`src/rtl/fm_tx_pkg.sv`:
```
// Shared constants for the FM transmitter audio path: word widths, dither LFSR
// polynomial and seed, plus the single-step LFSR update used by lfsr16.
package fm_tx_pkg;

  localparam int DW_DEF = 16;
  localparam int A_DEF  = 8;

  localparam int DITHER_W = 9;

  typedef logic [15:0] lfsr_t;

  // Right-shifting Galois form of x^16+x^14+x^13+x^11+1
  localparam lfsr_t LFSR_TAPS     = 16'hB400;
  localparam lfsr_t LFSR_SEED_DEF = 16'hACE1;

  function automatic lfsr_t lfsrStep(input lfsr_t s);
    return s[0] ? ((s >> 1) ^ LFSR_TAPS) : (s >> 1);
  endfunction

endpackage

```
`src/rtl/lfsr16.sv`:
```
// Free-running 16-bit Galois LFSR; advances every clock and reloads its seed
// on reset so the dither sequence is repeatable.
module lfsr16
  import fm_tx_pkg::*;
#(
  parameter lfsr_t SEED = LFSR_SEED_DEF
) (
  input  logic        clk,
  input  logic        rst,
  output logic [15:0] state
);

  lfsr_t state_q;

  always_ff @(posedge clk) begin
    if (rst) state_q <= SEED;
    else     state_q <= lfsrStep(state_q);
  end

  assign state = state_q;

endmodule

```
`src/rtl/audio_dither.sv`:
```
// Requantizes DW-bit audio to A bits for the FM modulator with optional TPDF
// dither and first-order error-feedback noise shaping, in a two-stage pipeline.
module audio_dither
  import fm_tx_pkg::*;
#(
  parameter int    DW        = DW_DEF,
  parameter int    A         = A_DEF,
  parameter lfsr_t LFSR_SEED = LFSR_SEED_DEF
) (
  input  logic                 clk,
  input  logic                 rst,
  input  logic signed [DW-1:0] din,
  input  logic                 din_valid,
  input  logic [2:0]           dith_fact,
  input  logic                 dith_disable,
  input  logic                 shape_en,
  output logic signed [A-1:0]  dout,
  output logic                 dout_valid,
  output logic                 overrun
);

  localparam int SH = DW - A;
  localparam int SW = DW + 2;
  localparam int EW = SH + 1;

  localparam logic signed [SW-1:0] HALF = SW'(2 ** (SH - 1));
  localparam logic signed [SW-1:0] QMAX = SW'(2 ** (A - 1) - 1);
  localparam logic signed [SW-1:0] QMIN = SW'(-(2 ** (A - 1)));

  logic [15:0] lfsrState;

  logic signed [DITHER_W-1:0] ditherRaw;
  logic signed [DITHER_W-1:0] ditherApplied;

  logic                 busy;
  logic                 accept;
  logic                 drop;

  logic signed [SW-1:0] dinExt;
  logic signed [SW-1:0] dithExt;
  logic signed [SW-1:0] errTerm;
  logic signed [SW-1:0] sum_d;
  logic signed [SW-1:0] sum_q;
  logic                 s1Valid_q;

  logic signed [SW-1:0] rounded;
  logic signed [SW-1:0] qFull;
  logic signed [A-1:0]  dout_d;
  logic signed [A-1:0]  dout_q;
  logic                 doutValid_q;
  logic signed [EW-1:0] err_d;
  logic signed [EW-1:0] err_q;
  logic                 overrun_q;

  lfsr16 #(
    .SEED(LFSR_SEED)
  ) uLfsr (
    .clk  (clk),
    .rst  (rst),
    .state(lfsrState)
  );

  // Difference of two uniform bytes gives a triangular PDF; the shift scales it down
  always_comb begin
    ditherRaw     = $signed({1'b0, lfsrState[7:0]}) - $signed({1'b0, lfsrState[15:8]});
    ditherApplied = '0;
    if ((dith_fact != 3'd0) && !dith_disable) begin
      ditherApplied = ditherRaw >>> (3'd7 - dith_fact);
    end
  end

  assign busy   = s1Valid_q | doutValid_q;
  assign accept = din_valid & ~busy;
  assign drop   = din_valid & busy;

  always_comb begin
    dinExt  = {{(SW - DW){din[DW-1]}}, din};
    dithExt = {{(SW - DITHER_W){ditherApplied[DITHER_W-1]}}, ditherApplied};
    errTerm = '0;
    if (shape_en) begin
      errTerm = {{(SW - EW){err_q[EW-1]}}, err_q};
    end
    sum_d = dinExt + dithExt + errTerm;
  end

  // Round-half-up, saturate, and clear the feedback error on clipping so it cannot wind up
  always_comb begin
    rounded = sum_q + HALF;
    qFull   = rounded >>> SH;
    dout_d  = qFull[A-1:0];
    err_d   = EW'(sum_q - (qFull <<< SH));
    if (qFull > QMAX) begin
      dout_d = QMAX[A-1:0];
      err_d  = '0;
    end else if (qFull < QMIN) begin
      dout_d = QMIN[A-1:0];
      err_d  = '0;
    end
  end

  always_ff @(posedge clk) begin
    if (rst) begin
      sum_q       <= '0;
      s1Valid_q   <= 1'b0;
      dout_q      <= '0;
      doutValid_q <= 1'b0;
      err_q       <= '0;
      overrun_q   <= 1'b0;
    end else begin
      s1Valid_q   <= accept;
      doutValid_q <= s1Valid_q;
      overrun_q   <= overrun_q | drop;
      if (accept) begin
        sum_q <= sum_d;
      end
      if (s1Valid_q) begin
        dout_q <= dout_d;
        err_q  <= err_d;
      end
    end
  end

  assign dout       = dout_q;
  assign dout_valid = doutValid_q;
  assign overrun    = overrun_q;

endmodule

```
`config.mk`:
```
export PLATFORM = sky130hd
export DESIGN_NAME = audio_dither
export DESIGN_NICKNAME = d
export VERILOG_FILES = /design/src/rtl/fm_tx_pkg.sv /design/src/rtl/lfsr16.sv /design/src/rtl/audio_dither.sv
export SDC_FILE = /design/constraint.sdc
export NUM_CORES = 1
export LEC_CHECK = 0
export CAP_MARGIN = 20
export CELL_PAD_IN_SITES_DETAIL_PLACEMENT = 1
export CELL_PAD_IN_SITES_GLOBAL_PLACEMENT = 1
export CORE_ASPECT_RATIO = 0.9
export CORE_MARGIN = 4
export CORE_UTILIZATION = 48
export DETAILED_ROUTE_END_ITERATION = 8
export PLACE_DENSITY = 0.89
export SYNTH_ARGS = -nofsm -noshare
export SYNTH_HDL_FRONTEND = slang
export SYNTH_SLANG_ARGS = --single-unit
```
`constraint.sdc`:
```
create_clock -name clk -period 6.7 [get_ports clk]
set_clock_uncertainty 0.2 [all_clocks]
set_input_delay 1.005 -clock clk [delete_from_list [all_inputs] [get_ports clk]]
set_output_delay 1.005 -clock clk [all_outputs]
set_load 0.1 [all_outputs]
```
==> results.sh <==
export IMPL_worstSetupPathType="flop to flop"
export IMPL_vias=3727
export IMPL_synth_top_area_frac=0.2592
export IMPL_p_sw_uw=434.7
export IMPL_die_h_um=96.43
export IMPL_slew_violations=0
export IMPL_synth_compound_area_share=0.2391
export IMPL_ys_ff_latch=54
export IMPL_tns_ns=0
export IMPL_internal_power_uw=602.1
export IMPL_syn_instance_count=491
export IMPL_cts_buffers=5
export IMPL_cts_resized=0
export IMPL_clk_path_buf_depth=2
export IMPL_crit_arrival_ns=5.53
export IMPL_hp_start="uLfsr.state[12]$_SDFF_PP0_"
export IMPL_cp_end_kind="flop"
export IMPL_synth_adder_area_share=0.1668
export IMPL_n_fill_cell=1012
export IMPL_start_kind="flop"
export IMPL_synth_edf_count=0
export IMPL_crit_path_start="uLfsr.state[0]$_SDFF_PP1_"
export IMPL_die_area_sq_mm=0.01025
export IMPL_totalWireLength_um=11460
export IMPL_maxSlewHeadroom=0.3285
export IMPL_initialDrtViolationCount=189
export IMPL_tightest_slew_ns=1.007
export IMPL_slowest_stage="fa_1"
export IMPL_cp_cell_sequence="inv_1, ha_1, fa_1, nor2b_1, o21ai_1, a211oi_1, nor2_1, o211ai_1, a211oi_1, fa_1, ha_1, inv_1, fa_1, nor2b_1, o31a_1, nor3_1, o21ai_1, a211oi_1, nor4_1"
export IMPL_gr_total_overflow=0
export IMPL_synth_fp_nets=559
export IMPL_setup_ws_ns=1.185
export IMPL_irDropWorstVdd_mv=0.1159
export IMPL_antenna_left=0
export IMPL_power_frac_seq=0.373
export IMPL_cts_root_buf="clkbuf_8"
export IMPL_multi_input_area_sq_mm=0.002868
export IMPL_total_power_uw=1037
export IMPL_combPwrFrac=0.431
export IMPL_hp_class="flop to flop"
export IMPL_reg2reg_from="uLfsr.state[0]$_SDFF_PP1_"
export IMPL_cts_hold_buf=0
export IMPL_grt_pass1_vias=3993
export IMPL_p_sw_frac=0.4193
export IMPL_synth_avg_cell_area_sq_um=8.493
export IMPL_floorplan_initialDensity=0.5048
export IMPL_outcome="complete, no violations"
export IMPL_io_buffers=33
export IMPL_synth_distinct_cells=70
export IMPL_fin_crit_sh=0.8231
export IMPL_drc=0
export IMPL_finalNonFillerCells=626
export IMPL_fmax_mhz=181.3
export IMPL_synth_simple_area_share=0.2337
export IMPL_post_synth_xor_area_fraction=0.03570
export IMPL_post_cts_buffers=0
export IMPL_via_per_inst=5.954
export IMPL_seqCellArea_sq_mm=0.001081
export IMPL_hold_viol_final=0
export IMPL_max_cap_violations=0
export IMPL_synth_warnings=0
export IMPL_gp_congestion=0.9560
export IMPL_yosysTopAreaCell="dfxtp_1"
export IMPL_first_pass_iters=4
export IMPL_synthMuxAreaShare=0.01230
export IMPL_io_pins=34
export IMPL_grt_max_degree=55
export IMPL_pre_cts_ws_ns=0.8129
export IMPL_cts_sinks=54
export IMPL_r2r_end="sum_q[13]$_SDFFE_PP0P_"
export IMPL_clkSlewWorstSetupHoldPaths_ns=0.11
export IMPL_rows=31
export IMPL_synth_area_leaders="dfxtp_1 (26%), fa_1 (8.6%), ha_1 (7.8%)"
export IMPL_critPathCapture="sum_q[13]$_SDFFE_PP0P_"
export IMPL_required_ns=6.71
export IMPL_antenna_found_initial=0
export IMPL_layout_commonest_cell="dfxtp_1"
export IMPL_holdWs_ns=0.2554
export IMPL_leakagePower_uw=0.001863
export IMPL_ys_flop_type="dfxtp_1"
export IMPL_ys_async_sr_fraction=0
export IMPL_slowest_delay_ns=0.54
export IMPL_clock_power_share=0.196
export IMPL_core_area_sq_mm=0.008262
export IMPL_wl_per_cell_um=18.30
export IMPL_final_cell_mix="dfxtp_1 (54), nor2_1 (48), nand2_1 (40), clkdlybuf4s50_1 (32), inv_1 (30)"
export IMPL_worstRegToRegCells=19
export IMPL_crit_fanout=5
export IMPL_post_place_cells=617
export IMPL_p_per_area_mw_per_mm2=223.3
export IMPL_setup_viol=0
export IMPL_dp_hpwl_um=8728
export IMPL_drive_gt1_frac=0.08219
export IMPL_track_usage=0.2368
export IMPL_min_period_ns=5.515
export IMPL_die_w_um=106.3
export IMPL_cts_htree_levels=2
export IMPL_ff2ff_setup_slack_ns=1.19
export IMPL_synth_top_family_by_area="compound AO/OA/AOI/OAI gates"
export IMPL_synth_seq_area_share=0.2592
export IMPL_antenna_cells=0
export IMPL_syn_area_sq_mm=0.004170
export IMPL_grt_pass1_wl_um=19690
export IMPL_fin_nets=578
export IMPL_worst_skew_pair_late_latency_ns=0.32
export IMPL_tritoncts="done"
export IMPL_rsz0062_at_grt="false"
export IMPL_area_growth_pct=11.34
[power groups by stage]
| stage | Sequential (uW) | Combinational [uW] | Clock (uW) |
|---|---|---|---|
| floorplan | 407 | 308 | 0 |
| global placement | 390 | 417 | 0 |
| detailed placement | 393 | 439 | 0 |
| CTS | 386 | 444 | 206 |
| global route | 392 | 498 | 218 |
| finish | 387 | 447 | 203 |
[per-layer routing]
metal | GRT usage | up-vias | routed length, um | part of all wire
met3 | 0.02591 | 11 | 387 | 0.034
li1 | - | 1814 | - | -
met5 | 0 | - | 0 | 0
met1 | 0.3153 | 1829 | 5531 | 0.48
met4 | 0.05286 | 0 | 130 | 0.011
met2 | 0.4182 | 73 | 5408 | 0.47
[flip-flops by register name, indices dropped and copies added (netlist names)]
signal	cells
dout_valid	1
dout	8
err_q	9
uLfsr.state	16
sum_q	18
s1Valid_q	1
overrun	1
[cell usage after synthesis, types with 5 or more instances]
library cell  instances
nor3b_1               6
nor3_1               13
o21ai_1               5
a21oi_1              26
and2_1                7
dfxtp_1              54
nand2_1              40
nor2_1               48
o21ai_0              17
xor2_1                5
a22o_1                9
ha_1                 26
a31oi_1               5
fa_1                 18
or2_2                 9
a211oi_2              7
a211o_1               5
clkbuf_1             13
nand3_1              12
or3_1                 5
xnor2_1              12
buf_2                 6
nand4_1               6
o21a_1                6
a211oi_1             12
nor2b_1              11
inv_1                30
[worst min path at each step]
stage                                 end  slack, ns  cells after the start
2_1_floorplan  uLfsr.state[11]$_SDFF_PP1_       0.22                      1
3_3_place_gp   uLfsr.state[11]$_SDFF_PP1_       0.22                      1
3_5_place_dp   uLfsr.state[11]$_SDFF_PP1_       0.24                      1
4_1_cts        uLfsr.state[11]$_SDFF_PP1_       0.26                      1
5_1_grt        uLfsr.state[11]$_SDFF_PP1_       0.28                      1
6_report       uLfsr.state[11]$_SDFF_PP1_       0.26                      1
[critical path: cells and delay by family, from the launching register on]
kind            cells  cell delay, ns
fa+ha+maj           5            1.79
compound gates      7            1.72
simple gates        5            1.01
flops               1            0.48
buf+inv             2            0.20
[per-stage QoR]
stage	area [sq um]	util
after floorplan	4170	-
after global placement	4538	0.5493
after detailed placement	4538	0.5493
after CTS	4636	0.5611
after global routing	4643	0.5620
final	4643	0.5620
[final cells by class]
type	instances	share of cell area
inverter	30	0.02425
timing repair buffer	35	0.07330
tap	115	0.03099
sequential	54	0.2328
clock inverter	3	0.006198
clock buffer	5	0.01482
multi-input combinational	384	0.6176
[logic make-up after synthesis]
family                     count (synthesis)
and+or+nand+nor                          183
AOI/OAI and AO/OA                        134
DFF                                       54
buffers and inverters                     53
adders and majority gates                 45
xor gates and xnor gates                  17
muxes                                      5
No activity file was read; power rests on OpenSTA's default activity.
==> variant 1, RTL diff (same flow settings) <==
Change the package constant `DW_DEF` from 16 to 24.
--- a/src/rtl/fm_tx_pkg.sv
+++ b/src/rtl/fm_tx_pkg.sv
@@ -2,7 +2,7 @@
 // polynomial and seed, plus the single-step LFSR update used by lfsr16.
 package fm_tx_pkg;
 
-  localparam int DW_DEF = 16;
+  localparam int DW_DEF = 24;
   localparam int A_DEF  = 8;
 
   localparam int DITHER_W = 9;
Ports: changed (resized din); port bits go from 34 to 42. No check against the original RTL was run, so the function may have changed too.
==> variant 1 against the original RTL <==
  * Sequential cell count rose by 16
  * Worst setup slack got worse by 470 ps
  * Critical endpoint is now sum_q[19]
  * Total power grew 58%
  * Design area increased by 24%
  * Global-route usage increased by 1.3 points
  * Routed wire length increased by 27%
  * Sequential power grew 29%
  * Synthesized area rose by 19%
  * Critical path depth is 4 higher
  * Utilization is 2.4 points higher
  * Highest routed layer unchanged
  * Clock power grew to 2.7 times the old value
  * Sequential share of layout area rose by 0.97 points
  * Final cell count increased by 16%
==> variant 1: results (changes against the original RTL) <==
INFO  metric ff2ff_path_depth = 23 (+4)
INFO  metric drt-initial-drc-count = 233 (+23%)
INFO  metric cts_inserted_buffers = 9 (+4)
INFO  metric p_int = 1.06 mW (+76%)
INFO  metric netlist-cell-type-count = 59 (-16%)
INFO  metric global_route_wire_length_before_repair = 23.8 mm (+21%)
INFO  metric postSynthNetCount = 660 (+18%)
INFO  metric post-cts-setup-buffer-count = 0 (unchanged)
INFO  metric asyncSetResetFlopFracSynth = 0% (unchanged)
INFO  metric met2_usage = 41.3% (-0.50 points)
INFO  metric worst_ir_drop_vdd = 0.000180 V (+55%)
INFO  metric fin_nets = 690 (+19%)
INFO  metric power.leakage = 2.52 nW (+35%)
INFO  metric io_buffer_count = 41 (+24%)
INFO  metric place_congestion = 0.918 (-3.9%)
INFO  metric total_of_fill_cells_in_the_finished_design = 1133 (+12%)
INFO  metric critPathTopFamily = compound AO/OA/AOI/OAI gates
INFO  metric hpwl = 10.3 mm (+18%)
INFO  metric tightestPinTransition = 981 ps (-26.2 ps)
INFO  metric hold_path.class = reg -> reg
INFO  metric timing.rr.start = uLfsr.state[0]
INFO  metric clk_root_buffer_cell = sky130_fd_sc_hd__clkbuf_16
INFO  metric largest_register_ffs = 26 (+8)
INFO  metric critical_path.reg2reg.endpoint = sum_q[19]
INFO  metric regMostFlops = sum_q
INFO  metric outcome = finished, final reports clean
INFO  metric grt_max_degree = 47 (-15%)
INFO  metric postRouteWirelength = 14.6 mm (+27%)
INFO  metric layout-drive-gt1-share = 7.14% (-1.1 points)
INFO  metric insertion_delay_of_the_later_clocked_pin_in_the_worst_skew_pair = 330 ps
INFO  metric clkTransAtPathRegs = 60 ps (-50 ps)
INFO  metric grtUsageTotal = 25.0% (+1.3 points)
INFO  metric routed_via_density = 5.93 (-0.38%)
INFO  metric gr-usage-met1 = 32.7% (+1.1 points)
INFO  metric groute.layer.met3.usage = 4.60% (+2.0 points)
INFO  metric critPathArrivalTime = 6010 ps (+480 ps)
INFO  metric biggest_area_contributors_in_the_synthesized_netlist = sky130_fd_sc_hd__dfxtp_1 28%, sky130_fd_sc_hd__fa_1 10%, sky130_fd_sc_hd__ha_1 8.6%
INFO  metric crit_path_max_incr_delay = 510 ps (-30 ps)
INFO  metric ys_seq_area_share = 28.2% (+2.3 points)
INFO  metric first_global_vias = 4654 (+17%)
INFO  metric most_frequent_cells_after_synthesis = 70 x sky130_fd_sc_hd__dfxtp_1, 46 x sky130_fd_sc_hd__nand2_1, 45 x sky130_fd_sc_hd__nor2_1, 42 x sky130_fd_sc_hd__a21oi_1, 34 x sky130_fd_sc_hd__ha_1
INFO  metric max_clock_freq = 167 MHz (-7.8%)
INFO  metric cts.htree.levels = 3 (+1)
INFO  metric post-place-ws = 804 ps (-8.60 ps)
INFO  metric critPathMaxFanout = 7 (+2)
INFO  metric firstDrtPassIters = 5 (+1)
INFO  metric rrSetupSlack = 720 ps (-470 ps)
## variant 1: layer usage
layer,part of all wire [%],vias up
met5,0,-
met4,2.1,0
met3,4.0,23
met2,49,115
met1,45,2120
li1,-,2060
## variant 1: power by group through the flow
| stage | logic (mW) | clock network, mW | registers [mW] |
|---|---|---|---|
| global placement | 0.532 | 0 | 0.502 |
| detailed placement | 0.558 | 0 | 0.506 |
| floorplan | 0.390 | 0 | 0.521 |
| finish | 0.581 | 0.554 | 0.501 |
| global route | 0.636 | 0.583 | 0.505 |
| CTS | 0.577 | 0.560 | 0.499 |
## variant 1: cell type report
class | instances | share of cell area, %
multi-input combinational | 444 | 57.6
clock inverter | 5 | 1.86
tap | 126 | 2.73
sequential | 70 | 24.2
inverter | 28 | 1.82
timing repair buffer | 45 | 7.62
clock buffer | 10 | 4.14
## variant 1: kinds of logic (layout without fill, tap and decap cells)
family | Yosys count | after routing | synth area share [%]
and+or+nand+nor | 176 | 176 | 17.2
xor gates and xnor gates | 38 | 38 | 6.70
adders and majority gates | 60 | 60 | 19.0
AOI/OAI and AO/OA | 162 | 162 | 22.1
muxes | 8 | 8 | 1.94
buffers and inverters | 54 | 88 | 4.76
DFF | 70 | 70 | 28.2
## variant 1: worst max path at each step
stage                        start        end  depth (start not counted)
floorplan           uLfsr.state[0]  sum_q[23]                         22
global placement      dith_fact[0]  sum_q[23]                         16
detailed placement  uLfsr.state[0]  sum_q[23]                         23
CTS                 uLfsr.state[0]  sum_q[23]                         23
global route        uLfsr.state[0]  sum_q[23]                         23
finish              uLfsr.state[0]  sum_q[19]                         23
## variant 1: stage by stage
step / hold WS [ps] / cells / instance area, µm²
after global routing: 271 / 728 / 5780
after CTS: 255 / 728 / 5780
final: 244 / 728 / 5780
after global placement: 225 / 713 / 5430
after floorplan: 217 / 568 / 4970
after detailed placement: 238 / 713 / 5430
==> variant 2, RTL diff (config.mk and constraints unchanged) <==
Without the edit above. Reset style: asynchronous (`rst`), changed in 2 clocked blocks.
--- a/src/rtl/lfsr16.sv
+++ b/src/rtl/lfsr16.sv
@@ -12,7 +12,7 @@
 
   lfsr_t state_q;
 
-  always_ff @(posedge clk) begin
+  always_ff @(posedge clk or posedge rst) begin
     if (rst) state_q <= SEED;
     else     state_q <= lfsrStep(state_q);
   end
--- a/src/rtl/audio_dither.sv
+++ b/src/rtl/audio_dither.sv
@@ -98,7 +98,7 @@
     end
   end
 
-  always_ff @(posedge clk) begin
+  always_ff @(posedge clk or posedge rst) begin
     if (rst) begin
       sum_q       <= '0;
       s1Valid_q   <= 1'b0;
Formal check against the unedited RTL: differs if rst is asserted again (counterexample within 4 cycles, from zero or initial values and one cycle with rst high); with rst held inactive, the same outputs for 10 cycles.
==> variant 2 against the original RTL <==
  * Worst hold slack got worse by 76 ps
  * Sequential cell count is the same
  * Clock power decreased by 2%
  * Critical path type unchanged
  * Design area grew 3.1%
  * Synthesized area increased by 2.0%
  * Routed wire length shrank 6.5%
  * Total power up 52%
  * Worst setup slack better by 210 ps
==> variant 2: results (changes against the original RTL) <==
INFO  metric outcome = finished, final reports clean
INFO  metric postSynthNetCount = 527 (-5.7%)
INFO  metric power_density = 328 nW/µm² (+47%)
INFO  metric muxShareOfSynthArea = 4.41% (+3.2 points)
INFO  metric ff2ff_path_depth = 18 (-1)
INFO  metric post_synth_xor_area_fraction = 5.35% (+1.8 points)
INFO  metric slowest_stage = sky130_fd_sc_hd__dfstp_2
INFO  metric combinational_power = 0.829 mW (+85%)
INFO  metric place_congestion = 0.875 (-8.5%)
INFO  metric asyncSetResetFlopFracSynth = 100% (+100 points)
INFO  metric most_frequent_cells_after_synthesis = 46 x sky130_fd_sc_hd__dfrtp_1, 41 x sky130_fd_sc_hd__inv_1, 40 x sky130_fd_sc_hd__nand2_1, 37 x sky130_fd_sc_hd__nor2_1, 26 x sky130_fd_sc_hd__ha_1
INFO  metric syn-mean-instance-area = 9.27 µm² (+9.1%)
INFO  metric route.vias.total = 3484 (-6.5%)
INFO  metric postRouteWirelength = 10.7 mm (-6.5%)
INFO  metric first_global_vias = 3807 (-4.7%)
INFO  metric post-place-ws = 1200 ps (+390 ps)
INFO  metric total_of_fill_cells_in_the_finished_design = 994 (-1.8%)
INFO  metric critical_path.reg2reg.endpoint = sum_q[12]
INFO  metric grtUsageTotal = 21.8% (-1.8 points)
INFO  metric worstHoldStart = uLfsr.state[6]
INFO  metric layout-drive-gt1-share = 8.92% (+0.70 points)
INFO  metric netlist-cell-type-count = 69 (-1.4%)
INFO  metric drt-wirelength-per-cell = 17.8 µm (-2.7%)
INFO  metric hpwl = 8.43 mm (-3.4%)
INFO  metric adder_cell_share_of_the_synthesized_area = 16.1% (-0.56 points)
INFO  metric ys_seq_area_share = 32.0% (+6.1 points)
INFO  metric power_sequential = 0.544 mW (+41%)
INFO  metric critPathTopFamily = compound AO/OA/AOI/OAI gates
INFO  metric dpl-instance-area = 4690 µm² (+3.4%)
INFO  metric crit_path_max_incr_delay = 630 ps (+90 ps)
INFO  metric critPathArrivalTime = 5300 ps (-230 ps)
INFO  metric final.hold.worst_slack = 180 ps (-75.6 ps)
INFO  metric setup.worst_path.start = uLfsr.state[0]
INFO  metric worst_ir_drop_vdd = 0.000183 V (+58%)
INFO  metric sw_frac_of_total = 49.0% (+7.1 points)
INFO  metric synth_compound_gate_area_share = 20.7% (-3.3 points)
INFO  metric fin_area = 4790 µm² (+3.1%)
[variant 2: changes by cell type after synthesis, sizes merged, moves of 10 or more]
| cell | before | now |
|---|---|---|
| dfrtp | 0 | 46 |
| nor2 | 48 | 38 |
| dfxtp | 54 | 0 |
| inv | 30 | 41 |
[variant 2: layout make-up]
class	count	area share, %
clock buffers	5	1.44
clock inverters	3	0.549
inverters	42	3.29
multi-input cells	341	55.4
flip-flops and latches	54	28.4
well taps	119	3.11
repair buffers	37	7.79
[variant 2: per-layer routing]
metal	track usage (%)	share of wire, %	up-vias
li1	-	-	1665
met1	29.7	47	1717
met2	35.3	47	85
met3	4.52	4.5	17
met4	6.00	1.4	0
met5	0	0	-
[variant 2: worst max path at each step]
stage,slack [ps],end
CTS,1380,sum_q[14]
global placement,1400,sum_q[9]
global route,1060,sum_q[14]
detailed placement,1200,sum_q[16]
finish,1390,sum_q[12]
floorplan,1590,sum_q[16]
